**config.mk**
```make
export PLATFORM = sky130hd
export DESIGN_NAME = led_stretcher
export DESIGN_NICKNAME = d
export VERILOG_FILES = /design/src/rtl/led_stretcher.sv
export SDC_FILE = /design/constraint.sdc
export NUM_CORES = 1
export LEC_CHECK = 0
export BUFFER_PORTS_ARGS = -buffer_cell sky130_fd_sc_hd__buf_4
export CAP_MARGIN = 25
export CORE_MARGIN = 8
export CORE_UTILIZATION = 50
export CTS_CLUSTER_DIAMETER = 40
export DETAILED_ROUTE_END_ITERATION = 12
export PLACE_DENSITY = 0.67
export SYNTH_ARGS = -nofsm -noshare
export SYNTH_HDL_FRONTEND = slang
export SYNTH_SLANG_ARGS = --single-unit
```
**constraint.sdc**
```tcl
create_clock -name clk -period 3.3 [get_ports clk]
set_input_delay 0.165 -clock clk [delete_from_list [all_inputs] [get_ports clk]]
set_output_delay 0.165 -clock clk [all_outputs]
set_load 0.01 [all_outputs]
```
**src/rtl/led_stretcher.sv**
```systemverilog
// Per-channel pulse stretcher that turns short event pulses into LED-visible levels.
// Define LED_STRETCHER_RETRIGGER_EN to let a new rise restart an active stretch.
module led_stretcher #(
    parameter int WIDTH       = 1,
    parameter int TICK_FACTOR = 16,
    parameter int HOLD_TICKS  = 4
) (
    input  logic             clk,
    input  logic             nrst,
    input  logic             ena,
    input  logic [WIDTH-1:0] in,
    output logic [WIDTH-1:0] out,
    output logic             busy
);

`ifdef LED_STRETCHER_RETRIGGER_EN
    localparam bit RETRIGGER = 1'b1;
`else
    localparam bit RETRIGGER = 1'b0;
`endif

    localparam logic [7:0] HOLD_LOAD = 8'(HOLD_TICKS);

    logic             tick;
    logic [WIDTH-1:0] in_dly_q, in_dly_d;
    logic [WIDTH-1:0] rise;
    logic [7:0]       cnt_q [WIDTH];
    logic [7:0]       cnt_d [WIDTH];
    logic [WIDTH-1:0] out_q, out_d;
    logic             busy_q, busy_d;

    // The prescaler free-runs regardless of ena so the tick phase never drifts.
    generate
        if (TICK_FACTOR == 0) begin : g_no_presc
            assign tick = 1'b1;
        end else begin : g_presc
            logic [TICK_FACTOR-1:0] presc_q, presc_d;

            always_comb begin
                presc_d = presc_q + TICK_FACTOR'(1);
            end

            always_ff @(posedge clk or negedge nrst) begin
                if (!nrst) begin
                    presc_q <= '0;
                end else begin
                    presc_q <= presc_d;
                end
            end

            assign tick = &presc_q;
        end
    endgenerate

    always_comb begin
        in_dly_d = in;
        rise     = in & ~in_dly_q;
        for (int i = 0; i < WIDTH; i++) begin
            cnt_d[i] = cnt_q[i];
            if (ena) begin
                // Load wins over decrement; the zero guard keeps the counter from wrapping.
                if (rise[i] && ((cnt_q[i] == 8'd0) || RETRIGGER)) begin
                    cnt_d[i] = HOLD_LOAD;
                end else if (tick && (cnt_q[i] != 8'd0)) begin
                    cnt_d[i] = cnt_q[i] - 8'd1;
                end
            end
            out_d[i] = (cnt_d[i] != 8'd0);
        end
        busy_d = |out_d;
    end

    always_ff @(posedge clk or negedge nrst) begin
        if (!nrst) begin
            in_dly_q <= '0;
            out_q    <= '0;
            busy_q   <= 1'b0;
            for (int i = 0; i < WIDTH; i++) begin
                cnt_q[i] <= 8'd0;
            end
        end else begin
            in_dly_q <= in_dly_d;
            out_q    <= out_d;
            busy_q   <= busy_d;
            for (int i = 0; i < WIDTH; i++) begin
                cnt_q[i] <= cnt_d[i];
            end
        end
    end

    assign out  = out_q;
    assign busy = busy_q;

endmodule

```
# == After elaboration in Yosys (flattened, before gate mapping) ==
# Index checks and enable logic that the tools add are counted.
# totals
register_bits,26
wordCells,17
output_inout_bits,2
# op_classes
mux,3
bitwise_logic,2
n_reduce_logical,6
add_sub_neg,2
# ops
op,count
8-bit two-way mux,3
"16-bit by 1-bit adder with 16-bit output, second input constant",1
16-bit AND reduction,1
8-bit nonzero test,2
8-bit zero test,1
"8-bit by 1-bit subtractor with 8-bit output, second input constant",1
1-bit logical AND,2
1-bit bitwise AND,1
1-bit NOT,1

# == Longest topological paths before layout ==
# Gate-level depths: netlist (run 1).
# logic_depth
depth_word,6
depth_mapped,9
mapped_depth_nobuf,8

# == Worst setup path after synthesis (run 1) ==
# Ideal clock, no wire load.
# synth_path
kind,flip-flop to flip-flop
startpoint,register cnt_q[0] in the netlist's numbering
endpoint,"register busy_q, in the netlist busy"
n_path_buf,1
period_less_slack_ps,2255
t_required_ps,3162
arrival_time_ps,2117
path_slack_ps,1045
path_stages_with_launch,10
setup_time_ps,138
path_cell_list,dfrtp_1 -> inv_1 -> ha_1 -> or3b_2 -> o2111ai_2 -> nor3_2 -> buf_6 -> nand3b_2 -> xnor2_1 -> or4_1
# synth_lines
item,line_no,text
"start, declared",27,logic [7:0] cnt_q [WIDTH];
"start signal, assigned by index",86,cnt_q[i] <= cnt_d[i];
"end signal, assigned",84,busy_q <= busy_d;
"end, declared",30,"logic busy_q, busy_d;"

==> results.md, run 1 <==
* # Max-Cap Violations at 0
* Vias in the first global route at between 800 and 900
* # diodes at 0
* Drt initial violations at 22
* Final setup viols at 0
* Number of synthesized register bits at 26
* Routability Congestion at between 0.8 and 0.9
* DRC violation count after routing at 0
* Num CTS Buffers at 3
* Yosys cell types at 30
* Global route overflow at 0
* Post-DR vias/cell at around 5.4
* DR pass1 iterations at 4
* Share of cells above drive strength 1 at 0.162
* Worst slew pin tran at between 0.7 and 0.8 ns
* Largest net degree at the start of global routing at 27
* Status: finished clean
* DP Cell Count at about 140
* Initial antenna violation count at 0
* Final period util at 0.803
* ANT nets after route at 0
* Startpoint types: flip-flop
* Skew-Pair Late Insertion Delay at approximately 0.31 ns
* Mapped Cells at around 110
* Final Instance Area at between 1000 and 1500 um2
* Post-Synthesis Cell Area at between 1000 and 1500 um2
* CP Capture Type: flip-flop
* H-tree Lvls at 1
* Core Util, Final at 0.559
* Hold Path Class: primary input to flip-flop
* Final Instance Count excl. Fillers at roughly 150
* Required time of the critical path at approximately 3.5 ns
* Leak pwr at roughly 0.6 nW
* CTS tree: yes
* Starting density of the core at 0.512
* Pwr Total at 535 uW
* Worst-path clk slew at approximately 0.14 ns
* Worst endpoint data arrival time at 2.86 ns
* GR Util All Layers at 0.107
* Worst clock skew at between 0.004 and 0.005 ns
* Mean post-synth cell area at ~11 um2
* Die Area at roughly 4300 um2
* DPL Wire Length at around 1400 um
* Die W at about 66 um
* Syn nets at between 100 and 150
* PD cells at between 300 and 400 nW/um2
* Postcts setup bufs at 0
* First-pass GRT wire length at between 3000 and 4000 um
* Register area share after synthesis at 0.527
* Max_slew headroom at 0.507
* Fmax at between 300 and 400 MHz
* Die Span Y at between 60 and 70 um
* Final TNS setup at 0 ns
* Hold Vio Cnt, Final at 0
* Root Buffer Master: clkbuf_4
* WL final at approximately 2000 um
* VDD IR-drop max at 0.000298 V
* Num Clock Sinks at 26
* Port bufs at 5
* Pins Over Slew Limit at 0
* Via count at 797
* Placed instance area at around 1300 um2
* IO Pins at 6
* Crit Path Class: flip-flop to flip-flop
* CP Max Fanout at 12
* RSZ-0062 raised after global routing: no
* Core Box Area at around 2400 um2
* Post-layout minimum cycle time at roughly 2.7 ns
* Synth Warn # at 0
* Fin nets at around 130
* Fillers at between 200 and 250
* P&R area growth vs syn at 9.13%
* WL/cell at between 10 and 15 um
* Clock Tree Buf Depth at 2
* Row Count at 18
[area by class of cell]
cell class	count	area, um2	area share
well taps	30	37.5	0.0279
repair buffers	7	57.6	0.0428
multi-input cells	76	549	0.408
flip-flops and latches	26	651	0.483
inverters	4	15.0	0.0112
clock buffers	4	36.3	0.0270
[per-layer routing]
metal	vias to the layer above	GRT usage	wire, um
li1	394	-	-
met1	385	0.143	987
met2	16	0.156	901
met3	2	0.0238	101
met4	0	0.0545	15
met5	-	0	0
[where the power goes]
group	internal [mW]	switching (mW)
sequential	0.324	0.00672
combinational	0.0229	0.0240
clock	0.0674	0.0899
total	0.415	0.121
[per-stage QoR]
stage               setup slack, ns  hold WS (ns)
global placement              0.797        0.0817
global route                  0.425         0.245
finish                        0.649         0.252
CTS                           0.643         0.240
detailed placement            0.656        0.0900
floorplan                      1.04        -0.131
[cells in the mapped netlist]
| library cell | number | area share |
|---|---|---|
| a211oi_1 | 2 | 0.012 |
| a22o_1 | 1 | 0.0071 |
| a31oi_1 | 1 | 0.0051 |
| and2_1 | 1 | 0.0051 |
| and3_1 | 3 | 0.015 |
| and3_2 | 1 | 0.0061 |
| and4_1 | 1 | 0.0071 |
| buf_4 | 1 | 0.0061 |
| buf_6 | 1 | 0.0091 |
| dfrtp_1 | 26 | 0.53 |
| ha_1 | 3 | 0.030 |
| inv_1 | 4 | 0.012 |
| mux2_1 | 1 | 0.0091 |
| nand2_1 | 7 | 0.021 |
| nand3_1 | 7 | 0.028 |
| nand3_2 | 2 | 0.016 |
| nand3b_1 | 2 | 0.012 |
| nand3b_2 | 1 | 0.0091 |
| nand4_1 | 2 | 0.010 |
| nor2_1 | 11 | 0.033 |
| nor3_1 | 2 | 0.0081 |
| nor3_2 | 2 | 0.016 |
| nor4_2 | 1 | 0.010 |
| o2111ai_2 | 1 | 0.012 |
| o311ai_1 | 1 | 0.0071 |
| or3b_2 | 1 | 0.0071 |
| or4_1 | 2 | 0.012 |
| or4_4 | 1 | 0.0091 |
| xnor2_1 | 13 | 0.092 |
| xor2_1 | 6 | 0.043 |
[registers in the layout (all words and copies together) (netlist names)]
name,cells
busy,1
g_presc.presc_q,16
cnt_q,8
in_dly_q,1
[final timing paths]
kind | depth (start not counted) | slack [ns] | to | startpoint
min in group asynchronous | 2 | 0.28 | cnt_q[7] | nrst
hold / removal | 4 | 0.25 | cnt_q[0] | ena
hold reg to reg | 1 | 0.48 | g_presc.presc_q[4] | g_presc.presc_q[4]
max in group asynchronous | 2 | 2.78 | g_presc.presc_q[0] | nrst
setup / recovery | 8 | 0.65 | busy | cnt_q[0]
setup reg to reg | 8 | 0.65 | busy | cnt_q[0]
[logic make-up (layout without fill, tap and decap cells)]
kind of cell,count (synthesis),after routing,synth area share
AO/OA/AOI/OAI,6,6,0.0436
XOR/XNOR,19,19,0.135
adder cells (fa/ha/maj),3,3,0.0304
buffers and inverters,6,15,0.0274
flip-flops,26,26,0.527
multiplexers,1,1,0.00913
AND/OR/NAND/NOR,47,47,0.227
[what timing repair did]
item	4_1_cts	5_1_grt
gates resized for setup	0	0
hold buffers	2	0
endpoints found under the hold margin	27	0
[worst max-delay path: stages (launching register included)]
cell       delay (ns)
dfrtp_1          0.43
inv_1            0.09
ha_1             0.20
or3b_2           0.22
o2111ai_2        0.12
nor3_2           0.58
nand3_1          0.23
xnor2_1          0.18
or4_1            0.49
[cells in the final DEF (no fill, tap or decap), types with 2 or more instances in the layout]
master          n
buf_4           5
ha_1            3
xnor2_1        13
inv_1           4
nand3_2         2
nor3_2          2
nor2_1         11
nand2_1         7
nand3_1         7
clkbuf_4        3
dfrtp_1        26
or4_1           2
and3_1          3
nand3b_1        2
nor3_1          2
nand4_1         2
a211oi_1        2
dlygate4sd3_1   2
xor2_1          6
No activity file was read; power rests on OpenSTA's default activity.
==> inputs of run 2 (changes only) <==
PLACE_DENSITY = 0.7   (was 0.67)
clock period = 2.3 ns   (was 3.3 ns; I/O delays follow)
==> results.md, run 2 (synthesis gave the netlist of run 1 again) <==
* Critical path's slowest cell: or4_1 (was nor3_2)
* Initial antenna violation count at 0 (unchanged)
* Root Buffer Master: clkbuf_4 (unchanged)
* Most frequent cells in the layout: 26 x dfrtp_1, 17 x buf_4, 12 x xnor2_1 (was 26 x dfrtp_1, 13 x xnor2_1, 11 x nor2_1)
* Die Area at 4310 um2 (unchanged)
* ANT nets after route at 0 (unchanged)
* DRC violation count after routing at 0 (unchanged)
* Hold Vio Cnt, Final at 0 (unchanged)
* Via count at 840 (was 797)
* Final TNS setup at 0 ns (unchanged)
* Max reg flops at 16 (unchanged)
* Max_slew headroom at 0.741 (was 0.507)
* # diodes at 0 (unchanged)
* Largest net degree at the start of global routing at 27 (unchanged)
* GR Util All Layers at 0.120 (was 0.107)
* PD cells at 528 nW/um2 (was 398 nW/um2)
* IO Pins at 6 (unchanged)
* Worst endpoint data arrival time at 2.49 ns (was 2.86 ns)
* Startpoint types: flip-flop (unchanged)
* Hold Path Class: primary input to asynchronous set/reset pin (was primary input to flip-flop)
* Worst-path clk slew at 0.14 ns (about the same)
* Pins Over Slew Limit at 0 (unchanged)
* Fillers at 179 (was 204)
* Post-DR vias/cell at 5.28 (was 5.42)
* Flop2flop setup slack at 0.02 ns (was 0.65 ns)
* Worst reg2reg path endpoint: busy (unchanged)
* CTS tree: yes (unchanged)
* RSZ-0062 raised after global routing: yes (was no)
* H-tree Lvls at 1 (unchanged)
* Crit-path cells: inv_2 > ha_4 > or3b_4 > o2111ai_4 > nor3_4 > nand3_2 > xnor2_2 > or4_1 (was inv_1 > ha_1 > or3b_2 > o2111ai_2 > nor3_2 > nand3_1 > xnor2_1 > or4_1)
* Met1 Usage GRT at 0.160 (was 0.143)
* Most Crowded Layer GR: met2 (unchanged)
* Setup slack at placement at 0.00448 ns (was 0.656 ns)
* CP startpoint: cnt_q[0] (unchanged)
* Share of cells above drive strength 1 at 0.302 (was 0.162)
* Fmax at 438 MHz (was 377 MHz)
* Required time of the critical path at 2.51 ns (was 3.50 ns)
* Slack of the critical path at 0.0158 ns (was 0.649 ns)
* DPL Wire Length at 1520 um (was 1430 um)
* CP max stage delay at 0.46 ns (was 0.58 ns)
* Leak pwr at 0.724 nW (was 0.602 nW)
* Die Span Y at 65.7 um (unchanged)
* Worst clock skew at 0.00401 ns (was 0.00415 ns)
* Top Registers: g_presc.presc_q x16, cnt_q x8 (unchanged)
* DR pass1 iterations at 4 (unchanged)
* Buf+Inv Stages, Crit Path at 1 (unchanged)
* Num Clock Sinks at 26 (unchanged)
* Commonest non-fill, non-tap cell in the layout: dfrtp_1 (unchanged)
* Core Box Area at 2410 um2 (unchanged)
* Fin nets at 137 (was 125)
* VDD IR-drop max at 0.000291 V (was 0.000298 V)
* Post-layout minimum cycle time at 2.28 ns (was 2.65 ns)
* Final period util at 0.993 (was 0.803)
* Skew-Pair Late Insertion Delay at 0.32 ns (was 0.31 ns)
* Crit Path Class: flip-flop to flip-flop (unchanged)
* Port bufs at 5 (unchanged)
* Clock Tree Buf Depth at 2 (unchanged)
* Routability Congestion at 0.827 (was 0.842)
* Final Instance Count excl. Fillers at 159 (was 147)
* Starting density of the core at 0.512 (unchanged)
* WL/cell at 14.3 um (was 13.6 um)
* Worst slew pin tran at 0.387 ns (was 0.736 ns)
* Row Count at 18 (unchanged)
* Worst reg2reg path depth at 8 (unchanged)
* # Max-Cap Violations at 0 (unchanged)
* Num CTS Buffers at 3 (unchanged)
* Drt initial violations at 35 (was 22)
* Final setup viols at 0 (unchanged)
* First-pass GRT wire length at 4050 um (was 3710 um)
* Reg2reg start: cnt_q[0] (unchanged)
* M2 GR Usage at 0.173 (was 0.156)
* P&R area growth vs syn at 21.9% (was 9.13%)
* DP Cell Count at 148 (was 141)
* Largest reg by FF count: g_presc.presc_q (unchanged)
* CP Capture Type: flip-flop (unchanged)
* Met3 Use GR at 0.0289 (was 0.0238)
* Vias in the first global route at 873 (was 836)
* Status: finished clean (unchanged)
* CP Max Fanout at 7 (was 12)
* CP delay by family, top: simple AND/OR/NAND/NOR gates (unchanged)
* Global route overflow at 0 (unchanged)
* Die W at 65.7 um (unchanged)
* WL final at 2280 um (was 2010 um)
-- run 2: changes by cell type in the layout (fill, tap and decap cells not counted), sizes merged --
cell	before	now
buf	5	17
-- run 2: per-layer routing --
layer  vias to the layer above  part of all wire  wire length (um)
met5                         -                 0                 0
met3                         4             0.031                71
li1                        416                 -                 -
met1                       411              0.47              1070
met2                         9              0.48              1090
met4                         0             0.019                44
-- run 2: worst max path at each step --
stage                end  cells after the start
floorplan           busy                      9
global placement    busy                      8
detailed placement  busy                      8
CTS                 busy                      8
global route        busy                      8
finish              busy                      8
-- run 2: area by class of cell --
| type | instances | area (um2) | share of cell area |
|---|---|---|---|
| timing repair buffer | 19 | 148 | 0.0982 |
| sequential | 26 | 651 | 0.433 |
| multi-input combinational | 76 | 617 | 0.410 |
| clock buffer | 4 | 36.3 | 0.0241 |
| inverter | 4 | 15.0 | 0.00998 |
| tap | 30 | 37.5 | 0.0250 |
-- run 2: timing repair --
| item | 4_1_cts | 5_1_grt |
|---|---|---|
| hold buffers | 2 | 0 |
| buffers inserted | 1 | 4 |
| endpoints found under the hold margin | 27 | 0 |
| pin swaps | 0 | 7 |
| gates resized for setup | 2 | 11 |
| endpoints found under the setup margin | 1 | 1 |
-- run 2: power breakdown --
| group | internal, mW | switching (mW) | total (mW) |
|---|---|---|---|
| registers | 0.465 | 0.00608 | 0.471 |
| clock network | 0.0968 | 0.133 | 0.230 |
| logic | 0.0454 | 0.0473 | 0.0927 |
| total | 0.608 | 0.186 | 0.794 |
-- run 2: through the flow --
step                total power, mW   util  hold slack, ns  area [um2]
finish                        0.794  0.624           0.219        1500
CTS                           0.792  0.591           0.210        1420
global placement              0.557  0.557          0.0359        1340
floorplan                     0.523      -          -0.181        1230
global route                  0.838  0.624           0.241        1500
detailed placement            0.558  0.557          0.0413        1340
==> inputs of run 3 (changes only) <==
SETUP_SLACK_MARGIN = 0.5   (was default)
==> results.md, run 3 (synthesis gave the netlist of run 1 again) <==
* VDD IR-drop max at 0.000392 V (was 0.000291 V)
* Commonest non-fill, non-tap cell in the layout: dfrtp_1 (unchanged)
* Routability Congestion at 0.833 (was 0.827)
* Max reg flops at 16 (unchanged)
* Most frequent cells in the layout: 25 x dfrtp_1, 21 x buf_4, 10 x nor2_1, 10 x xnor2_1 (was 26 x dfrtp_1, 17 x buf_4, 12 x xnor2_1)
* Port bufs at 5 (unchanged)
* ANT nets after route at 0 (unchanged)
* # Max-Cap Violations at 0 (unchanged)
* Crit-path cells: inv_2 > ha_4 > or3b_4 > o2111ai_4 > nor3_4 > nand3_1 > xnor2_2 > or4_4 (was inv_2 > ha_4 > or3b_4 > o2111ai_4 > nor3_4 > nand3_2 > xnor2_2 > or4_1)
* Post-DR vias/cell at 5.31 (was 5.28)
* Die W at 65.7 um (unchanged)
* Die Span Y at 65.7 um (unchanged)
* Largest reg by FF count: g_presc.presc_q (unchanged)
* WL final at 2710 um (was 2280 um)
* Fmax at 443 MHz (was 438 MHz)
* DRC violation count after routing at 0 (unchanged)
* Global route overflow at 0 (unchanged)
* Fin nets at 144 (was 137)
* CTS tree: yes (unchanged)
* Worst slew pin tran at 0.441 ns (was 0.387 ns)
* Final setup viols at 0 (unchanged)
* Row Count at 18 (unchanged)
* Clock Tree Buf Depth at 2 (unchanged)
* Status: finished clean (unchanged)
* Leak pwr at 0.759 nW (was 0.724 nW)
* Initial antenna violation count at 0 (unchanged)
* P&R area growth vs syn at 33.0% (was 21.9%)
* Required time of the critical path at 2.51 ns (about the same)
* Starting density of the core at 0.512 (unchanged)
* Worst-path clk slew at 0.15 ns (was 0.14 ns)
* Pins Over Slew Limit at 0 (unchanged)
* CP Max Fanout at 6 (was 7)
* Max_slew headroom at 0.704 (was 0.741)
* Hold Vio Cnt, Final at 0 (unchanged)
* Worst reg2reg path depth at 8 (unchanged)
* Startpoint types: flip-flop (unchanged)
* Final Instance Count excl. Fillers at 166 (was 159)
* Via count at 881 (was 840)
* # diodes at 0 (unchanged)
* First-pass GRT wire length at 4620 um (was 4050 um)
* Crit Path Class: flip-flop to flip-flop (unchanged)
* H-tree Lvls at 1 (unchanged)
* Worst clock skew at 0.00405 ns (was 0.00401 ns)
* Num CTS Buffers at 3 (unchanged)
* Fillers at 174 (was 179)
* CP max stage delay at 0.48 ns (was 0.46 ns)
* RSZ-0062 raised after global routing: yes (unchanged)
* Reg2reg start: cnt_q[0] (unchanged)
* IO Pins at 6 (unchanged)
* Worst endpoint data arrival time at 2.47 ns (was 2.49 ns)
* Core Box Area at 2410 um2 (unchanged)
* GR Util All Layers at 0.137 (was 0.120)
* Final period util at 0.981 (was 0.993)
* Drt initial violations at 47 (was 35)
* Flop2flop setup slack at 0.04 ns (was 0.02 ns)
* Num Clock Sinks at 26 (unchanged)
* CP Capture Type: flip-flop (unchanged)
* Top Registers: g_presc.presc_q x16, cnt_q x8 (unchanged)
* DPL Wire Length at 1660 um (was 1520 um)
* Critical path's slowest cell: or4_4 (was or4_1)
* Skew-Pair Late Insertion Delay at 0.32 ns (about the same)
* Post-layout minimum cycle time at 2.26 ns (was 2.28 ns)
* Final TNS setup at 0 ns (unchanged)
* Vias in the first global route at 957 (was 873)
* Core Util, Final at 0.681 (was 0.624)
* DP Cell Count at 155 (was 148)
* Die Area at 4310 um2 (unchanged)
* Largest net degree at the start of global routing at 27 (unchanged)
* WL/cell at 16.3 um (was 14.3 um)
* Root Buffer Master: clkbuf_4 (unchanged)
* Worst reg2reg path endpoint: busy (unchanged)
* Hold Path Class: primary input to asynchronous set/reset pin (unchanged)
* PD cells at 548 nW/um2 (was 528 nW/um2)
* DR pass1 iterations at 4 (unchanged)
* Share of cells above drive strength 1 at 0.390 (was 0.302)
run 3: critical path: cells and delay by family, from the launching register on:
| family | cells | cell delay [ns] |
|---|---|---|
| fa+ha+maj | 1 | 0.15 |
| compound gates | 1 | 0.15 |
| buf+inv | 1 | 0.06 |
| flops | 1 | 0.40 |
| xor+xnor | 1 | 0.18 |
| simple gates | 4 | 1.21 |
run 3: through the flow:
stage	cell area [um2]	setup WS, ns	power (mW)	hold slack (ns)
2_1_floorplan	1240	0.134	0.526	-0.181
5_1_grt	1640	-0.0881	0.935	0.233
6_report	1640	0.0445	0.898	0.211
3_3_place_gp	1400	0.0953	0.564	0.0351
4_1_cts	1580	0.0813	0.890	0.216
3_5_place_dp	1400	-0.0178	0.566	0.0436
run 3: how the worst max path moves through the flow:
| stage | startpoint | endpoint | slack [ns] | depth (start not counted) |
|---|---|---|---|---|
| global placement | cnt_q[0] | busy | 0.1 | 8 |
| floorplan | cnt_q[0] | busy | 0.13 | 9 |
| CTS | cnt_q[1] | busy | 0.08 | 8 |
| finish | cnt_q[0] | busy | 0.04 | 8 |
| detailed placement | cnt_q[0] | busy | -0.02 | 8 |
| global route | cnt_q[0] | busy | -0.09 | 8 |
run 3: area by class of cell:
cell class | instances | area [um2] | area share
Timing Repair Buffer | 26 | 215 | 0.131
Tap cell | 30 | 37.5 | 0.0229
Clock inverter | 1 | 30.0 | 0.0183
Sequential cell | 26 | 652 | 0.397
Inverter | 4 | 15.0 | 0.00915
Clock buffer | 3 | 22.5 | 0.0137
Multi-Input combinational cell | 76 | 668 | 0.407
run 3: timing repair:
item / 4_1_cts / 5_1_grt
pin swaps: 4 / 1
resized for setup: 17 / 8
hold buffers: 2 / 0
endpoints found under the setup margin: 7 / 8
buffers inserted: 4 / 1
hold endpoints to repair: 27 / 0
run 3: metal layers:
layer	global-route usage	share of wire
met4	0.0490	0.0078
met3	0.0272	0.036
met5	0	0
met2	0.218	0.49
met1	0.180	0.46
run 3: where the power goes:
group / total [mW] / switching (mW) / leakage, nW / internal [mW]
sequential: 0.471 / 0.00597 / 0.337 / 0.466
combinational: 0.105 / 0.0552 / 0.393 / 0.0502
clock: 0.321 / 0.145 / 0.0279 / 0.176
